File: config.mk
export PLATFORM = sky130hd
export DESIGN_NAME = uart_cmd_master_flat
export DESIGN_NICKNAME = d
export VERILOG_FILES = /design/src/rtl/uart_cmd_master_if.sv /design/src/rtl/uart_cmd_master.sv /design/src/flat_wrapper.sv
export SDC_FILE = /design/constraint.sdc
export NUM_CORES = 1
export LEC_CHECK = 0
export ABC_CLOCK_PERIOD_IN_PS = 3750
export CAP_MARGIN = 0
export CORE_ASPECT_RATIO = 2
export CORE_MARGIN = 4
export CORE_UTILIZATION = 50
export DETAILED_ROUTE_END_ITERATION = 12
export PLACE_DENSITY = 0.78
export RECOVER_POWER = 50
export SYNTH_ARGS = -nofsm -noshare
export SYNTH_HDL_FRONTEND = slang
export SYNTH_SLANG_ARGS = --single-unit
File: constraint.sdc
create_clock -name clk -period 3.75 [get_ports clk]
set_input_delay 0.75 -clock clk [delete_from_list [all_inputs] [get_ports clk]]
set_output_delay 0.75 -clock clk [all_outputs]
set_load 0.005 [all_outputs]
File: src/rtl/uart_cmd_master_if.sv
`default_nettype none
// ============================================================================
//  Module      : uart_cmd_master_if
//  Description : Byte-stream (UART RX/TX) and register-bus signal bundle for
//                uart_cmd_master. Signal names are given from the point of
//                view of the command master (the "master" modport).
//  Revision    : 1.0 - initial release
// ============================================================================
interface uart_cmd_master_if;
    // RX byte stream (from UART receiver)
    logic [7:0]  rx_data_i;
    logic        rx_valid_i;
    logic        rx_ready_o;
    // TX byte stream (to UART transmitter)
    logic [7:0]  tx_data_o;
    logic        tx_valid_o;
    logic        tx_ready_i;
    // Register bus
    logic        bus_req_o;
    logic        bus_we_o;
    logic [31:0] bus_addr_o;
    logic [31:0] bus_wdata_o;
    logic        bus_gnt_i;
    logic        bus_rvalid_i;
    logic [31:0] bus_rdata_i;
    logic        bus_err_i;

    modport master (
        input  rx_data_i, rx_valid_i,
        output rx_ready_o,
        output tx_data_o, tx_valid_o,
        input  tx_ready_i,
        output bus_req_o, bus_we_o, bus_addr_o, bus_wdata_o,
        input  bus_gnt_i, bus_rvalid_i, bus_rdata_i, bus_err_i
    );

    modport slave (
        output rx_data_i, rx_valid_i,
        input  rx_ready_o,
        input  tx_data_o, tx_valid_o,
        output tx_ready_i,
        input  bus_req_o, bus_we_o, bus_addr_o, bus_wdata_o,
        output bus_gnt_i, bus_rvalid_i, bus_rdata_i, bus_err_i
    );
endinterface
`default_nettype wire

File: src/rtl/uart_cmd_master.sv
`default_nettype none
// ============================================================================
//  Module      : uart_cmd_master
//  Description : Parses 'W'/'R' request frames from a UART RX byte stream,
//                issues one 32-bit register-bus transaction per frame and
//                returns the response bytes on the TX byte stream.
//                Optional trailing XOR checksum byte per frame, enabled by
//                defining UART_CMD_MASTER_CHECKSUM_EN.
//  Revision    : 1.0 - initial release
// ============================================================================
module uart_cmd_master #(
    parameter logic [31:0] FRAME_TIMEOUT = 32'd1_000_000,
    parameter logic [31:0] BUS_TIMEOUT   = 32'd4096
) (
    input  wire logic          clk,
    input  wire logic          rst_n,
    uart_cmd_master_if.master  cmd_if,
    output logic               busy_o,
    output logic               timeout_o
);

    typedef enum logic [2:0] {
        S_IDLE = 3'd0,
        S_ADDR = 3'd1,
        S_DATA = 3'd2,
        S_CSUM = 3'd3,
        S_REQ  = 3'd4,
        S_WAIT = 3'd5,
        S_RESP = 3'd6
    } state_t;

    localparam logic [7:0] C_CMD_WR   = 8'h57;
    localparam logic [7:0] C_CMD_RD   = 8'h52;
    localparam logic [7:0] C_RSP_BAD  = 8'h3F;
    localparam logic [7:0] C_RSP_ERR  = 8'h45;
    localparam logic [7:0] C_RSP_OK   = 8'h4B;
    localparam logic [7:0] C_RSP_TMO  = 8'h54;

`ifdef UART_CMD_MASTER_CHECKSUM_EN
    localparam logic [7:0] C_RSP_CSUM = 8'h43;
    // Once address/data are complete the frame still owes its checksum byte.
    localparam state_t S_FIELDS_DONE = S_CSUM;
`else
    localparam state_t S_FIELDS_DONE = S_REQ;
`endif

    state_t      state_q;
    logic        we_q;
    logic [31:0] addr_q;
    logic [31:0] wdata_q;
    logic [1:0]  byte_cnt_q;   // bytes of the current 4-byte field received
    logic [31:0] cnt_q;        // shared idle / bus-wait counter, saturating
    logic [31:0] resp_q;       // response bytes, current byte in [7:0]
    logic [1:0]  resp_left_q;  // bytes still to send after the current one
    logic        rdy_en_q;     // keeps rx_ready low until out of reset
    logic        timeout_q;
`ifdef UART_CMD_MASTER_CHECKSUM_EN
    logic [7:0]  chk_q;        // running XOR of the frame bytes
`endif

    logic w_rx_open;
    logic w_rx_fire;
    logic w_tx_fire;
    logic w_frame_expire;
    logic w_bus_expire;
    logic w_last_byte;

    assign w_rx_open = rdy_en_q &&
                       ((state_q == S_IDLE) || (state_q == S_ADDR) ||
                        (state_q == S_DATA) || (state_q == S_CSUM));
    assign w_rx_fire = w_rx_open && cmd_if.rx_valid_i;
    assign w_tx_fire = (state_q == S_RESP) && cmd_if.tx_ready_i;
    // Expiry fires in the FRAME_TIMEOUT-th / BUS_TIMEOUT-th counted cycle.
    assign w_frame_expire = (FRAME_TIMEOUT != 32'd0) && (cnt_q >= (FRAME_TIMEOUT - 32'd1));
    assign w_bus_expire   = (BUS_TIMEOUT   != 32'd0) && (cnt_q >= (BUS_TIMEOUT   - 32'd1));
    assign w_last_byte    = (byte_cnt_q == 2'd3);

    assign cmd_if.rx_ready_o  = w_rx_open;
    assign cmd_if.tx_valid_o  = (state_q == S_RESP);
    assign cmd_if.tx_data_o   = resp_q[7:0];
    assign cmd_if.bus_req_o   = (state_q == S_REQ);
    assign cmd_if.bus_we_o    = we_q;
    assign cmd_if.bus_addr_o  = addr_q;
    assign cmd_if.bus_wdata_o = wdata_q;
    assign busy_o             = (state_q != S_IDLE);
    assign timeout_o          = timeout_q;

    // Frame parser, bus sequencer and response serializer.
    always_ff @(posedge clk or negedge rst_n) begin
        if (!rst_n) begin
            state_q     <= S_IDLE;
            we_q        <= 1'b0;
            addr_q      <= 32'd0;
            wdata_q     <= 32'd0;
            byte_cnt_q  <= 2'd0;
            cnt_q       <= 32'd0;
            resp_q      <= 32'd0;
            resp_left_q <= 2'd0;
            rdy_en_q    <= 1'b0;
            timeout_q   <= 1'b0;
`ifdef UART_CMD_MASTER_CHECKSUM_EN
            chk_q       <= 8'd0;
`endif
        end else begin
            rdy_en_q  <= 1'b1;
            timeout_q <= 1'b0;
            if (cnt_q != 32'hFFFF_FFFF) begin
                cnt_q <= cnt_q + 32'd1;
            end
            case (state_q)
                S_IDLE: begin
                    cnt_q      <= 32'd0;
                    byte_cnt_q <= 2'd0;
                    if (w_rx_fire) begin
                        if ((cmd_if.rx_data_i == C_CMD_WR) || (cmd_if.rx_data_i == C_CMD_RD)) begin
                            we_q    <= (cmd_if.rx_data_i == C_CMD_WR);
                            state_q <= S_ADDR;
`ifdef UART_CMD_MASTER_CHECKSUM_EN
                            chk_q   <= cmd_if.rx_data_i;
`endif
                        end else begin
                            resp_q      <= {24'd0, C_RSP_BAD};
                            resp_left_q <= 2'd0;
                            state_q     <= S_RESP;
                        end
                    end
                end
                S_ADDR, S_DATA: begin
                    if (w_rx_fire) begin
                        cnt_q      <= 32'd0;
                        byte_cnt_q <= byte_cnt_q + 2'd1;
`ifdef UART_CMD_MASTER_CHECKSUM_EN
                        chk_q      <= chk_q ^ cmd_if.rx_data_i;
`endif
                        if (state_q == S_ADDR) begin
                            addr_q <= {cmd_if.rx_data_i, addr_q[31:8]};
                            if (w_last_byte) begin
                                state_q <= we_q ? S_DATA : S_FIELDS_DONE;
                            end
                        end else begin
                            wdata_q <= {cmd_if.rx_data_i, wdata_q[31:8]};
                            if (w_last_byte) begin
                                state_q <= S_FIELDS_DONE;
                            end
                        end
                    end else if (w_frame_expire) begin
                        timeout_q <= 1'b1;
                        state_q   <= S_IDLE;
                    end
                end
`ifdef UART_CMD_MASTER_CHECKSUM_EN
                S_CSUM: begin
                    if (w_rx_fire) begin
                        if (cmd_if.rx_data_i == chk_q) begin
                            state_q <= S_REQ;
                        end else begin
                            resp_q      <= {24'd0, C_RSP_CSUM};
                            resp_left_q <= 2'd0;
                            state_q     <= S_RESP;
                        end
                    end else if (w_frame_expire) begin
                        timeout_q <= 1'b1;
                        state_q   <= S_IDLE;
                    end
                end
`endif
                S_REQ: begin
                    cnt_q <= 32'd0;
                    if (cmd_if.bus_gnt_i) begin
                        state_q <= S_WAIT;
                    end
                end
                S_WAIT: begin
                    // A response landing in the expiry cycle still wins.
                    if (cmd_if.bus_rvalid_i) begin
                        state_q <= S_RESP;
                        if (cmd_if.bus_err_i) begin
                            resp_q      <= {24'd0, C_RSP_ERR};
                            resp_left_q <= 2'd0;
                        end else if (we_q) begin
                            resp_q      <= {24'd0, C_RSP_OK};
                            resp_left_q <= 2'd0;
                        end else begin
                            resp_q      <= cmd_if.bus_rdata_i;
                            resp_left_q <= 2'd3;
                        end
                    end else if (w_bus_expire) begin
                        timeout_q   <= 1'b1;
                        resp_q      <= {24'd0, C_RSP_TMO};
                        resp_left_q <= 2'd0;
                        state_q     <= S_RESP;
                    end
                end
                S_RESP: begin
                    if (w_tx_fire) begin
                        if (resp_left_q == 2'd0) begin
                            state_q <= S_IDLE;
                        end else begin
                            resp_q      <= {8'd0, resp_q[31:8]};
                            resp_left_q <= resp_left_q - 2'd1;
                        end
                    end
                end
                default: begin
                    state_q <= S_IDLE;
                end
            endcase
        end
    end

endmodule
`default_nettype wire
File: src/flat_wrapper.sv
// flat-port wrapper written by rule: the top's interface ports become plain ports
module uart_cmd_master_flat 
#(
    parameter logic [31:0] FRAME_TIMEOUT = 32'd1_000_000,
    parameter logic [31:0] BUS_TIMEOUT   = 32'd4096
)
  (clk, rst_n, busy_o, timeout_o, cmd_if_rx_data_i, cmd_if_rx_valid_i, cmd_if_rx_ready_o, cmd_if_tx_data_o, cmd_if_tx_valid_o, cmd_if_tx_ready_i, cmd_if_bus_req_o, cmd_if_bus_we_o, cmd_if_bus_addr_o, cmd_if_bus_wdata_o, cmd_if_bus_gnt_i, cmd_if_bus_rvalid_i, cmd_if_bus_rdata_i, cmd_if_bus_err_i);
  uart_cmd_master_if cmd_if_i ();
  input  wire logic clk;
  input  wire logic rst_n;
  output logic busy_o;
  output logic timeout_o;
  input wire logic [$bits(cmd_if_i.rx_data_i)-1:0] cmd_if_rx_data_i;
  input wire logic [$bits(cmd_if_i.rx_valid_i)-1:0] cmd_if_rx_valid_i;
  output wire logic [$bits(cmd_if_i.rx_ready_o)-1:0] cmd_if_rx_ready_o;
  output wire logic [$bits(cmd_if_i.tx_data_o)-1:0] cmd_if_tx_data_o;
  output wire logic [$bits(cmd_if_i.tx_valid_o)-1:0] cmd_if_tx_valid_o;
  input wire logic [$bits(cmd_if_i.tx_ready_i)-1:0] cmd_if_tx_ready_i;
  output wire logic [$bits(cmd_if_i.bus_req_o)-1:0] cmd_if_bus_req_o;
  output wire logic [$bits(cmd_if_i.bus_we_o)-1:0] cmd_if_bus_we_o;
  output wire logic [$bits(cmd_if_i.bus_addr_o)-1:0] cmd_if_bus_addr_o;
  output wire logic [$bits(cmd_if_i.bus_wdata_o)-1:0] cmd_if_bus_wdata_o;
  input wire logic [$bits(cmd_if_i.bus_gnt_i)-1:0] cmd_if_bus_gnt_i;
  input wire logic [$bits(cmd_if_i.bus_rvalid_i)-1:0] cmd_if_bus_rvalid_i;
  input wire logic [$bits(cmd_if_i.bus_rdata_i)-1:0] cmd_if_bus_rdata_i;
  input wire logic [$bits(cmd_if_i.bus_err_i)-1:0] cmd_if_bus_err_i;
  assign cmd_if_i.rx_data_i = cmd_if_rx_data_i;
  assign cmd_if_i.rx_valid_i = cmd_if_rx_valid_i;
  assign cmd_if_rx_ready_o = cmd_if_i.rx_ready_o;
  assign cmd_if_tx_data_o = cmd_if_i.tx_data_o;
  assign cmd_if_tx_valid_o = cmd_if_i.tx_valid_o;
  assign cmd_if_i.tx_ready_i = cmd_if_tx_ready_i;
  assign cmd_if_bus_req_o = cmd_if_i.bus_req_o;
  assign cmd_if_bus_we_o = cmd_if_i.bus_we_o;
  assign cmd_if_bus_addr_o = cmd_if_i.bus_addr_o;
  assign cmd_if_bus_wdata_o = cmd_if_i.bus_wdata_o;
  assign cmd_if_i.bus_gnt_i = cmd_if_bus_gnt_i;
  assign cmd_if_i.bus_rvalid_i = cmd_if_bus_rvalid_i;
  assign cmd_if_i.bus_rdata_i = cmd_if_bus_rdata_i;
  assign cmd_if_i.bus_err_i = cmd_if_bus_err_i;
  uart_cmd_master #(.FRAME_TIMEOUT(FRAME_TIMEOUT), .BUS_TIMEOUT(BUS_TIMEOUT)) u_core (.clk(clk), .rst_n(rst_n), .cmd_if(cmd_if_i), .busy_o(busy_o), .timeout_o(timeout_o));
endmodule
==> reports/qor.yml, run 1 <==
run_status:
  outcome: "finished, violations left"
  violations: "capacitance limit, slew limit"
final_layout:
  utilization_pct: 65.7
  antenna_cells: 0
  fin_area_um2: 8340
  layout.cells.non_filler: 830
  num-nets-final: 717
  syn2layout_area_growth_pct: 28.2
  multi_input_area_um2: 2780
  layout-drive-gt1-share_pct: 21.0
  nFillCells: 960
  final-seq-area_um2: 3450
global_route:
  overflow: 0
  grt_pass1_vias: 5177
  grt_max_degree: 79
  grt_pass1_wl_um: 25800
  track_usage_pct: 22.2
  antenna_found_initial: 0
worst_setup_path:
  cp.required_ns: 3.00
  cp.arrival_ns: 2.14
  start_kind: "flop"
  critical_path_class: "flop to output pin"
  worst_path_largest_cell_delay_ns: 0.58
  cp_num_buf_inv: 2
  crit_slowest_cell: "nor3_1"
  cp-end-kind: "output pin"
  crit_family: "buffers and inverters"
  path_cells: "nor3_1, inv_1, clkdlybuf4s50_1"
  crit_fanout: 16
yosys:
  ys_ff_latch: 138
  ys_async_sr_fraction_pct: 100
  netlist_area_um2: 6500
  ys.flop_type: "dfrtp_1"
  synth_seq_area_share_pct: 53.1
  postSynthNetCount: 602
  synth_edf_count: 0
  syn_avg_cell_area_um2: 11.8
  synthDistinctLibCells: 61
  ys.warnings.count: 0
  syn_inst: 552
drt:
  vias: 4932
  drcViolationCount: 0
  via_per_inst: 5.94
  drt-wirelength-per-cell_um: 19.1
  wl_um: 15800
  drtPass1Iterations: 4
  antenna_left: 0
  dr.first_iter.drc_count: 242
job:
  cap_violations: 1
cts:
  clk_pin_slew_ns: 0.06
  cts_buffers: 17
  htreeDepth: 4
  postCtsSetupBuffers: 0
  cts.sinks: 138
  cts_buffer_depth: 2
  cts_resized: 0
  root_buffer: "clkbuf_16"
  cts_tree: "done"
  clk_latency_ns: 0.42
  hold_buffers: 0
timing:
  finalCritPeriodShare_pct: 77.0
  worst_pin_slew_ns: 1.93
  rsz0062_at_grt: "false"
  slew_viol_final: 79
  finalSetupViolCount: 0
  relSlewSlack_pct: -28.5
  final.setup.worst_slack_ns: 0.863
  fmax_mhz: 346
  fin_skew_ns: 0.00920
  hold_ws_ns: 0.498
  post-route-min-period_ns: 2.89
  finalHoldViolations: 0
  fin_tns_setup_ns: 0
floorplan:
  fp.dieW_um: 88.6
  ios: 125
  initial_core_util_pct: 51.2
  core_area_um2: 12700
  dieHeight_um: 169
  die-area_um2: 15000
  rows: 58
power_and_ir_drop:
  max-vdd-ir-drop_uv: 426
  power_leakage_nw: 3.70
  fin_total_pwr_mw: 5.38
  p_per_area_nw_per_um2: 645
placed_design:
  placed_cells: 798
  place_area_um2: 7790
  hpwl_um: 11600
  pre_cts_ws_ns: 0.643
  gp_congestion: 0.806
  place.port_buffers: 124
worst_hold_path:
  hp-class: "flop to flop"
cell families (layout without fill, tap and decap cells):
family,after synthesis,after routing,synth area share [%]
xor gates and xnor gates,5,5,0.673
AOI/OAI and AO/OA,124,124,12.9
and+or+nand+nor,133,133,12.2
other,1,1,0.0577
muxes,93,93,16.0
DFF,138,138,53.1
buffers and inverters,54,182,4.25
adders and majority gates,4,4,0.731
worst paths after layout:
kind                                    from          endpoint  slack, ns  cells after the start
max reg2reg                  u_core.cnt_q[0]   u_core.cnt_q[3]       1.20                      6
max in group asynchronous              rst_n  u_core.resp_q[3]       1.02                      2
max                        u_core.state_q[0]            busy_o       0.86                      3
min                         u_core.resp_q[3]  u_core.resp_q[3]       0.50                      1
min in group asynchronous              rst_n   u_core.cnt_q[0]       0.84                      1
min reg2reg                 u_core.resp_q[3]  u_core.resp_q[3]       0.50                      1
worst reg2reg max path: cells and delay by family (launching register included):
kind / cells / cell delay (ns)
and+or+nand+nor: 3 / 1.37
AOI/OAI and AO/OA: 2 / 0.44
adders and majority gates: 1 / 0.24
DFF: 1 / 0.41
synthesized netlist by cell type, types with 3 or more instances:
master	count	area, um2
nand4b_1	3	26.3
nor4_1	4	25.0
a21oi_1	34	170
mux2i_1	3	30.0
ha_1	3	37.5
or4_1	11	82.6
o21ai_0	23	115
nor3_1	8	40.0
dfrtp_1	138	3450
buf_2	11	55.1
mux2_2	90	1010
nand2_1	19	71.3
a211oi_1	6	45.0
or3_1	12	75.1
nor2_1	25	93.8
o31ai_1	13	97.6
and3b_1	3	26.3
clkbuf_1	10	37.5
nand3_1	13	65.1
or2_2	3	18.8
buf_4	11	82.6
a22o_1	25	219
a31oi_1	3	18.8
clkbuf_2	3	15.0
nand4_1	11	68.8
o311ai_0	3	26.3
inv_1	17	63.8
xnor2_1	4	35.0
nand3b_1	3	22.5
layout make-up:
class,instances,share of cell area [%]
multi-input cells,360,33.3
repair buffers,133,15.5
well taps,150,2.25
flip-flops and latches,138,41.4
clock inverters,15,1.61
inverters,17,0.765
clock buffers,17,5.10
cell usage in the layout (no fill, tap or decap), drive strengths merged, types with 3 or more instances in the layout:
master,count
dfrtp,138
mux2,90
clkdlybuf4s50,87
dlygate4sd3,36
a21oi,34
nor2,27
a22o,25
inv,25
o21ai,23
clkbuf,20
nand2,19
nand3,14
o31ai,14
or3,12
nand4,12
or4,11
nor3,9
buf,7
a211oi,6
nor4,6
clkinv,5
xnor2,4
and3b,3
nand3b,3
o311ai,3
or2,3
a31oi,3
nand4b,3
mux2i,3
ha,3
state kept, by name, indices dropped and copies added, names as in the netlist:
| register | count |
|---|---|
| u_core.timeout_o | 1 |
| u_core.cmd_if.bus_wdata_o | 32 |
| u_core.rdy_en_q | 1 |
| u_core.byte_cnt_q | 2 |
| u_core.cmd_if.bus_we_o | 1 |
| u_core.state_q | 3 |
| u_core.cnt_q | 32 |
| u_core.cmd_if.bus_addr_o | 32 |
| u_core.resp_left_q | 2 |
| u_core.resp_q | 32 |
per-layer routing:
metal  part of all wire (%)  vias up  GRT usage, %
met1                     36     2521          23.9
met3                    3.1       30          4.76
li1                       -     2284             -
met5                      0        -             0
met2                     58       97          40.8
met4                    3.0        0          8.95
power breakdown:
group / switching, mW / internal (mW) / leakage (nW)
Clock: 0.709 / 0.871 / 0.272
Combinational: 0.722 / 0.926 / 1.56
Sequential: 0.298 / 1.85 / 1.86
Total: 1.73 / 3.65 / 3.70
No activity file was read; power rests on OpenSTA's default activity.
==> run 2, diff against run 1 <==
- ABC_CLOCK_PERIOD_IN_PS: 3750 -> 2300
- CORE_UTILIZATION: 50 -> 47
- PLACE_DENSITY: 0.78 -> 0.77
- clock period: 3.75 -> 2.3 ns (I/O delays scaled with it)
==> reports/qor.yml, run 2 (synthesis results as in run 1) <==
drt:
  drcViolationCount: 0  # unchanged
  wl_um: 16300  # was 15800 um
  antenna_left: 0  # unchanged
  drt-wirelength-per-cell_um: 18.8  # was 19.1 um
  via_per_inst: 5.80  # was 5.94
  drtPass1Iterations: 4  # unchanged
  vias: 5031  # was 4932
  dr.first_iter.drc_count: 165  # was 242
placed_design:
  place.port_buffers: 124  # unchanged
  place_area_um2: 8110  # was 7790 um2
  gp_congestion: 0.859  # was 0.806
  hpwl_um: 12000  # was 11600 um
timing:
  fin_skew_ns: 0.0110  # was 0.00920 ns
  rsz0062_at_grt: "false"  # unchanged
  finalHoldViolations: 0  # unchanged
  relSlewSlack_pct: -2.06  # was -28.5%
  fin_tns_setup_ns: 0  # unchanged
  post-route-min-period_ns: 2.26
  finalSetupViolCount: 0  # unchanged
  slew_viol_final: 62  # was 79
  worst_pin_slew_ns: 1.53  # was 1.93 ns
  fmax_mhz: 443
  finalCritPeriodShare_pct: 98.1
  hold_ws_ns: 0.388  # was 0.498 ns
cts:
  htreeDepth: 4  # unchanged
  clk_latency_ns: 0.42  # about the same
  root_buffer: "clkbuf_16"  # unchanged
  postCtsSetupBuffers: 0  # unchanged
  cts_tree: "done"  # unchanged
  cts_buffer_depth: 2  # unchanged
  clk_pin_slew_ns: 0.06  # about the same
  cts.sinks: 138  # unchanged
  cts_buffers: 17  # unchanged
power_and_ir_drop:
  pwr-share-clk_pct: 29.5  # was 29.4%
  power.switching_mw: 2.91  # was 1.73 mW
  max-vdd-ir-drop_uv: 714  # was 426 uV
  p_comb_share_pct: 33.0  # was 30.6%
  pwr-share-seq_pct: 37.5  # was 40.0%
  power_leakage_nw: 3.85  # was 3.70 nW
  fin_total_pwr_mw: 9.24  # was 5.38 mW
  p_per_area_nw_per_um2: 1060  # was 645 nW/um2
  power.internal_mw: 6.33  # was 3.65 mW
  swShare_pct: 31.5  # was 32.2%
final_layout:
  syn2layout_area_growth_pct: 33.5  # was 28.2%
  num-nets-final: 748  # was 717
  nFillCells: 1003  # was 960
  layout-drive-gt1-share_pct: 25.0  # was 21.0%
  fin_area_um2: 8680  # was 8340 um2
  layout_common_cells: "dfrtp_1 (137), clkdlybuf4s50_1 (94), mux2_2 (90)"  # was dfrtp_1 (138), mux2_2 (90), clkdlybuf4s50_1 (87)
  mostFrequentLayoutCell: "dfrtp_1"  # unchanged
  utilization_pct: 64.3  # was 65.7%
global_route:
  track_usage_pct: 21.0  # was 22.2%
  grt_max_degree: 62  # was 79
  grt_pass1_wl_um: 26700  # was 25800 um
  grt_pass1_vias: 5348  # was 5177
  overflow: 0  # unchanged
  antenna_found_initial: 1  # was 0
worst_setup_path:
  crit_fanout: 7  # was 16
  cp-end-kind: "output pin"  # unchanged
  rrSetupSlack_ns: 0.11  # was 1.20 ns
  cp.required_ns: 1.84  # was 3.00 ns
  critical_path_class: "flop to output pin"  # unchanged
  cp.arrival_ns: 1.80  # was 2.14 ns
  start_kind: "flop"  # unchanged
floorplan:
  initial_core_util_pct: 48.1  # was 51.2%
  rows: 60  # was 58
  dieHeight_um: 174  # was 169 um
  fp.dieW_um: 91.2  # was 88.6 um
  ios: 125  # unchanged
  die-area_um2: 15900  # was 15000 um2
  core_area_um2: 13500  # was 12700 um2
worst_hold_path:
  hp-class: "input pin to async pin"  # was flop to flop
run_status:
  outcome: "finished, violations left"  # unchanged
  violations: "capacitance limit, slew limit"  # unchanged
job:
  cap_violations: 1  # unchanged
[run 2: final timing paths]
| kind | from | endpoint | depth (start not counted) |
|---|---|---|---|
| max | u_core.state_q[1] | busy_o | 4 |
| min | rst_n | u_core.cnt_q[26] | 1 |
| max reg2reg | u_core.cnt_q[1] | u_core.state_q[0] | 7 |
| min reg2reg | u_core.cmd_if.bus_wdata_o[2] | u_core.cmd_if.bus_wdata_o[2] | 1 |
| max in group asynchronous | rst_n | u_core.resp_q[3] | 2 |
| min in group clk | u_core.cmd_if.bus_wdata_o[2] | u_core.cmd_if.bus_wdata_o[2] | 1 |
[run 2: critical path, cell delays in order, from the launching register on]
cell             delay, ns
dfrtp_1               0.47
nor3_2                0.25
buf_4                 0.17
inv_1                 0.05
clkdlybuf4s50_1       0.44
[run 2: power groups by stage]
stage / clock network (mW) / registers (mW) / logic [mW]
2_1_floorplan: 0 / 3.40 / 1.64
3_3_place_gp: 0 / 3.45 / 2.99
3_5_place_dp: 0 / 3.49 / 3.10
4_1_cts: 2.77 / 3.46 / 3.12
5_1_grt: 2.89 / 3.54 / 3.29
6_report: 2.73 / 3.46 / 3.05
[run 2: repair_timing]
| action | CTS | global route |
|---|---|---|
| hold endpoints to repair | 0 | 0 |
| setup endpoints to repair | 2 | 43 |
| hold buffers | 0 | 0 |
| gates resized for setup | 3 | 4 |
| pin swaps | 0 | 1 |
[run 2: metal layers]
layer  track usage (%)  wire length [um]
met4              9.38               569
met1              21.2              5720
met2              40.2              9510
met3              4.72               462
met5                 0                 0
[run 2: layout make-up]
class | instances | area (um2) | share of cell area, %
clock buffers | 17 | 425 | 4.90
inverters | 17 | 63.8 | 0.735
flip-flops and latches | 138 | 3450 | 39.8
clock inverters | 15 | 173 | 1.99
multi-input cells | 360 | 2800 | 32.2
repair buffers | 164 | 1570 | 18.1
diodes | 1 | 2.50 | 0.0288
well taps | 155 | 194 | 2.23
[run 2: through the flow]
step | worst slack [ns] | instances
global route | 0.00278 | 867
finish | 0.0440 | 867
floorplan | 0.202 | 552
CTS | -0.0451 | 866
detailed placement | -0.248 | 834
global placement | -0.125 | 834
==> run 3, diff against run 2 <==
- GPL_ROUTABILITY_DRIVEN: unset -> 0
==> results of run 3 <==
The final DEF is identical to that of run 2; final timing and power are the same.
==> edit 1: new RTL, settings of run 2 <==
Add a define of `UART_CMD_MASTER_CHECKSUM_EN`.
--- a/src/rtl/uart_cmd_master.sv
+++ b/src/rtl/uart_cmd_master.sv
@@ -8,6 +8,8 @@
 //                defining UART_CMD_MASTER_CHECKSUM_EN.
 //  Revision    : 1.0 - initial release
 // ============================================================================
+`define UART_CMD_MASTER_CHECKSUM_EN
+
 module uart_cmd_master #(
     parameter logic [31:0] FRAME_TIMEOUT = 32'd1_000_000,
     parameter logic [31:0] BUS_TIMEOUT   = 32'd4096
Check against the original RTL: same outputs for any inputs over 4 cycles, from zero or initial values and one cycle with rst_n low; that may be too few to reach the edited logic, so the function may still have changed.
==> edit 1 against run 2 <==
The flow finishes with violations (capacitance limit, setup timing). Final area is 15% higher. Sequential cell count rose by 8. Non-clock buffer count rose by 49. Worst hold slack improved by 0.012 ns. Count of clock-buffer cells in the layout increased by 5. Synthesized area rose by 12%. Routed wire length increased by 30%. Total power grew 32%. Clock skew fell by 0.0014 ns. Combinational power grew 74%. Setup slack got worse by 0.094 ns. Critical path depth grew 4.
==> edit 1: results (changes against run 2) <==
GPL Wtd Cong=0.922 (was 0.859); worst setup margin=-0.0500 ns (was 0.0440 ns); Placed Cells incl. Taps=1002 (was 834); max cap viols=1 (unchanged); gr usage total=24.4% (was 21.0%); Min Hold Slack=0.399 ns (was 0.388 ns); Inserted Clock Buffers=17 (unchanged); share of layout cells above drive strength 1=27.8% (was 25.0%); number of global-route vias before repair=6359 (was 5348); post-synthesis cell type count=62 (was 61); CP max-delay cell=or4_4 (was dfrtp_1); critical path's top delay family=simple AND/OR/NAND/NOR gates (was buffers and inverters); commonest cells in the synthesized netlist=dfrtp_1 (146), mux2_2 (69), nand2_1 (46), a21oi_1 (40), nor2_1 (29) (was dfrtp_1 (138), mux2_2 (90), a21oi_1 (34), a22o_1 (25), nor2_1 (25)); routed via count=6064 (was 5031); 1st-iter DRT viols=430 (was 165); First-pass DRT Iterations=6 (was 4); first-pass GRT wire length=32700 µm (was 26700 µm); failing checks=capacitance limit, setup timing (was capacitance limit, slew limit); outcome=complete, but fails checks (unchanged); Worst path max stage delay=0.58 ns (was 0.47 ns); hpwl dp=14900 µm (was 12000 µm); peak supply drop=749 µV (was 714 µV); Routed WL=21200 µm (was 16300 µm); Setup-failing EPs final=14 (was 0); Seq/Total Area, Yosys=50.4% (was 53.1%); Setup WS pre-CTS=-0.347 ns (was -0.248 ns); Final Skew=0.00956 ns (was 0.0110 ns); Layout Nets=881 (was 748); pin count of the biggest net entering global routing=61 (was 62); placed inst area=9230 µm² (was 8110 µm²); Synth Area per Inst=11.3 µm² (was 11.8 µm²); Lkg Pwr=4.55 nW (was 3.85 nW); HP Class=in2async (unchanged); Setup Total Neg Slack=-0.284 ns (was 0 ns); main area contributors after synthesis=dfrtp_1 (50%), mux2_2 (11%), mux2_4 (4.3%), mux2i_1 (3.0%), a21oi_1 (2.8%) (was dfrtp_1 (53%), mux2_2 (16%), a22o_1 (3.4%), a21oi_1 (2.6%), o21ai_0 (1.8%)); CP arrival=2.65 ns (was 1.80 ns)
[edit 1: kinds of logic after synthesis]
group,Yosys count,share of synthesized area [%]
AND/OR/NAND/NOR,173,12.8
other,1,0.0517
XOR/XNOR,21,2.54
adder cells (fa/ha/maj),4,0.793
buffers and inverters,61,4.09
multiplexers,112,18.1
flip-flops,146,50.4
AO/OA/AOI/OAI,122,11.3
[edit 1: layer usage]
layer,track usage [%],routed length (µm),vias up
li1,-,-,2713
met1,23.3,7020,3047
met2,45.9,12100,238
met3,5.04,924,66
met4,14.1,1110,0
met5,0,0,-
[edit 1: what timing repair did]
action                     CTS  global route
buffers inserted             1             3
gates resized for setup     10            14
setup endpoints to repair   36            35
pin swaps                    2             3
cloned                       0             3
[edit 1: final cells by class]
type                       instances  area, µm²
inverter                          19       73.8
clock inverter                     9        176
clock buffer                      22        474
sequential                       146       3650
tap                              198        248
fill                            1076       5200
antenna                            1       2.50
timing repair buffer             213       1980
multi-input combinational        433       3410
[edit 1: worst paths after layout]
path | startpoint | end | cells past startpoint
max in group asynchronous | rst_n | u_core.resp_q[18] | 2
worst min-delay path | rst_n | u_core.cmd_if.bus_addr_o[14] | 1
min in group clk | u_core.byte_cnt_q[0] | u_core.byte_cnt_q[0] | 1
worst max-delay path | u_core.cnt_q[17] | u_core.resp_q[12] | 8
worst max register to register | u_core.cnt_q[17] | u_core.resp_q[12] | 8
worst min register to register | u_core.byte_cnt_q[0] | u_core.byte_cnt_q[0] | 1
[edit 1: where the power goes]
part	switching [mW]	internal [mW]	total [mW]
logic	2.33	2.97	5.30
clock network	1.03	2.00	3.04
registers	0.569	3.25	3.82
total	3.94	8.23	12.2
==> edit 2: new RTL, config.mk and constraints of run 2 <==
Made on the original files. The 7 states of `state_t` get a one-hot encoding in 7 bits.
--- a/src/rtl/uart_cmd_master.sv
+++ b/src/rtl/uart_cmd_master.sv
@@ -19,14 +19,14 @@
     output logic               timeout_o
 );
 
-    typedef enum logic [2:0] {
-        S_IDLE = 3'd0,
-        S_ADDR = 3'd1,
-        S_DATA = 3'd2,
-        S_CSUM = 3'd3,
-        S_REQ  = 3'd4,
-        S_WAIT = 3'd5,
-        S_RESP = 3'd6
+    typedef enum logic [6:0] {
+        S_IDLE = 7'b0000001,
+        S_ADDR = 7'b0000010,
+        S_DATA = 7'b0000100,
+        S_CSUM = 7'b0001000,
+        S_REQ  = 7'b0010000,
+        S_WAIT = 7'b0100000,
+        S_RESP = 7'b1000000
     } state_t;
 
     localparam logic [7:0] C_CMD_WR   = 8'h57;
Function: no difference found for any inputs over 4 cycles, from zero or initial values and one cycle with rst_n low; so few cycles prove little.
==> edit 2 against run 2 <==
The run ends with setup timing left. Synthesized area fell by 0.27%. Routed wire length rose by 14%. Final area rose by 6.1%. Critical path type is now reg2reg. Critical path depth rose by 7. Setup slack got worse by 0.21 ns. Largest power group unchanged. Sequential cell count rose by 3. Total power fell by 11%.
==> edit 2: results (changes against run 2) <==
worst r2r path cells=11 (was 7); pin count of the biggest net entering global routing=56 (was 62); Routed WL=18500 µm (was 16300 µm); share of layout cells above drive strength 1=27.9% (was 25.0%); fill cell count=947 (was 1003); Layout Nets=823 (was 748); worst setup margin=-0.162 ns (was 0.0440 ns); hpwl dp=12200 µm (was 12000 µm); Setup-failing EPs final=37 (was 0); post-synthesis cell type count=60 (was 61); Lkg Pwr=4.24 nW (was 3.85 nW); Final Skew=0.00987 ns (was 0.0110 ns); peak supply drop=609 µV (was 714 µV); Placed Cells incl. Taps=879 (was 834); # port buffers=124 (unchanged); 1st-iter DRT viols=389 (was 165); first-pass GRT wire length=27700 µm (was 26700 µm); initial antenna violation count=0 (was 1); failing checks=setup timing (was capacitance limit, slew limit); First-pass DRT Iterations=7 (was 4); commonest cells in the synthesized netlist=dfrtp_1 (140), nor2_1 (89), mux2_2 (67), a21oi_1 (30) (was dfrtp_1 (138), mux2_2 (90), a21oi_1 (34), a22o_1 (25), nor2_1 (25)); number of global-route vias before repair=5646 (was 5348); Synthesized Nets=630 (was 602); CP arrival=2.76 ns (was 1.80 ns); CP max-delay cell=dfrtp_2 (was dfrtp_1); GPL Wtd Cong=0.898 (was 0.859); ANT cells=0 (was 1); Setup Total Neg Slack=-2.04 ns (was 0 ns); main area contributors after synthesis=dfrtp_1 (54%), mux2_2 (12%), nor2_1 (5.2%), xnor2_1 (3.0%), a21oi_1 (2.3%) (was dfrtp_1 (53%), mux2_2 (16%), a22o_1 (3.4%), a21oi_1 (2.6%), o21ai_0 (1.8%)); worst slew pin tran=1.38 ns (was 1.53 ns); outcome=complete, but fails checks (unchanged); Initial Utilization=48.0% (was 48.1%); Worst-Skew Late Latency=0.42 ns (about the same); crit path max fanout=4 (was 7); vias per cell=5.82 (was 5.80); gr usage total=22.0% (was 21.0%); Worst path max stage delay=0.45 ns (was 0.47 ns); routed via count=5477 (was 5031); sw frac=33.0% (was 31.5%); HP Class=in2async (unchanged); Synth Instances=580 (was 552); crit path from=u_core.state_q[2] (was u_core.state_q[1]); Seq/Total Area, Yosys=54.4% (was 53.1%)
==> edit 2: changes by cell type after synthesis, moves of 9 or more <==
cell,change
a22o_1,-15
a22oi_1,+17
mux2_2,-23
nor2_1,+64
nor3_1,+11
o21ai_0,-11
o31ai_1,-12
or3_1,-12
or4_1,-10
xnor2_1,+18
xor2_1,+9
==> edit 2: layout make-up <==
type	count	area (µm²)	share of cell area (%)
clock buffer	17	425	4.62
inverter	13	48.8	0.530
sequential	141	3540	38.4
clock inverter	15	148	1.60
timing repair buffer	207	1990	21.7
tap	155	194	2.11
multi-input combinational	393	2860	31.1
==> edit 2: path summary, 6_finish.rpt <==
path,slack (ns),endpoint
setup / recovery,-0.16,u_core.state_q[6]
hold / removal,0.36,u_core.cmd_if.bus_addr_o[1]
setup reg to reg,-0.16,u_core.state_q[6]
hold reg to reg,0.50,u_core.cmd_if.bus_wdata_o[1]
max in group asynchronous,0.47,u_core.cmd_if.bus_addr_o[29]
min in group clk,0.50,u_core.cmd_if.bus_wdata_o[1]
==> edit 2: worst max-delay path, delay by kind of cell (launching register included) <==
| family | cells | cell delay, ns |
|---|---|---|
| compound gates | 2 | 0.32 |
| simple gates | 3 | 0.53 |
| flops | 1 | 0.45 |
| buf+inv | 5 | 0.74 |
| mux | 1 | 0.31 |
==> edit 2: logic make-up after synthesis <==
group,after synthesis,synth area share (%)
other,1,0.0578
XOR/XNOR,32,4.32
multiplexers,68,11.8
adder cells (fa/ha/maj),3,0.579
AO/OA/AOI/OAI,95,9.84
buffers and inverters,46,3.43
AND/OR/NAND/NOR,194,15.6
flip-flops,141,54.4
==> edit 2: stage by stage <==
step	power (mW)	setup WS, ns	cell area [µm²]
floorplan	4.18	0.204	6490
detailed placement	5.05	-0.0556	8220
global route	8.60	-0.238	9210
CTS	7.84	-0.0999	8970
global placement	4.93	-0.0328	8220
finish	8.23	-0.162	9210
==> edit 2: power by group through the flow <==
stage	sequential, mW	combinational [mW]	clock, mW
after CTS	2.95	2.20	2.69
after detailed placement	3.00	2.05	0
after floorplan	2.94	1.24	0
after global placement	2.98	1.95	0
after global routing	2.99	2.82	2.79
final	2.97	2.63	2.64
==> edit 2: repair_timing <==
action,4_1_cts,5_1_grt
endpoints found under the hold margin,0,0
cloned,0,2
setup endpoints to repair,38,130
gates resized for setup,15,35
pin swaps,6,14
setup buffers,17,13
==> edit 2: metal layers <==
layer  GRT usage [%]  up-vias  routed length [µm]  share of wire (%)
li1                -     2446                   -                  -
met1            22.2     2687                6340                 34
met2            41.0      266               10300                 56
met3            4.55       78                 904                4.9
met4            12.2        0                 966                5.2
met5               0        -                   0                  0
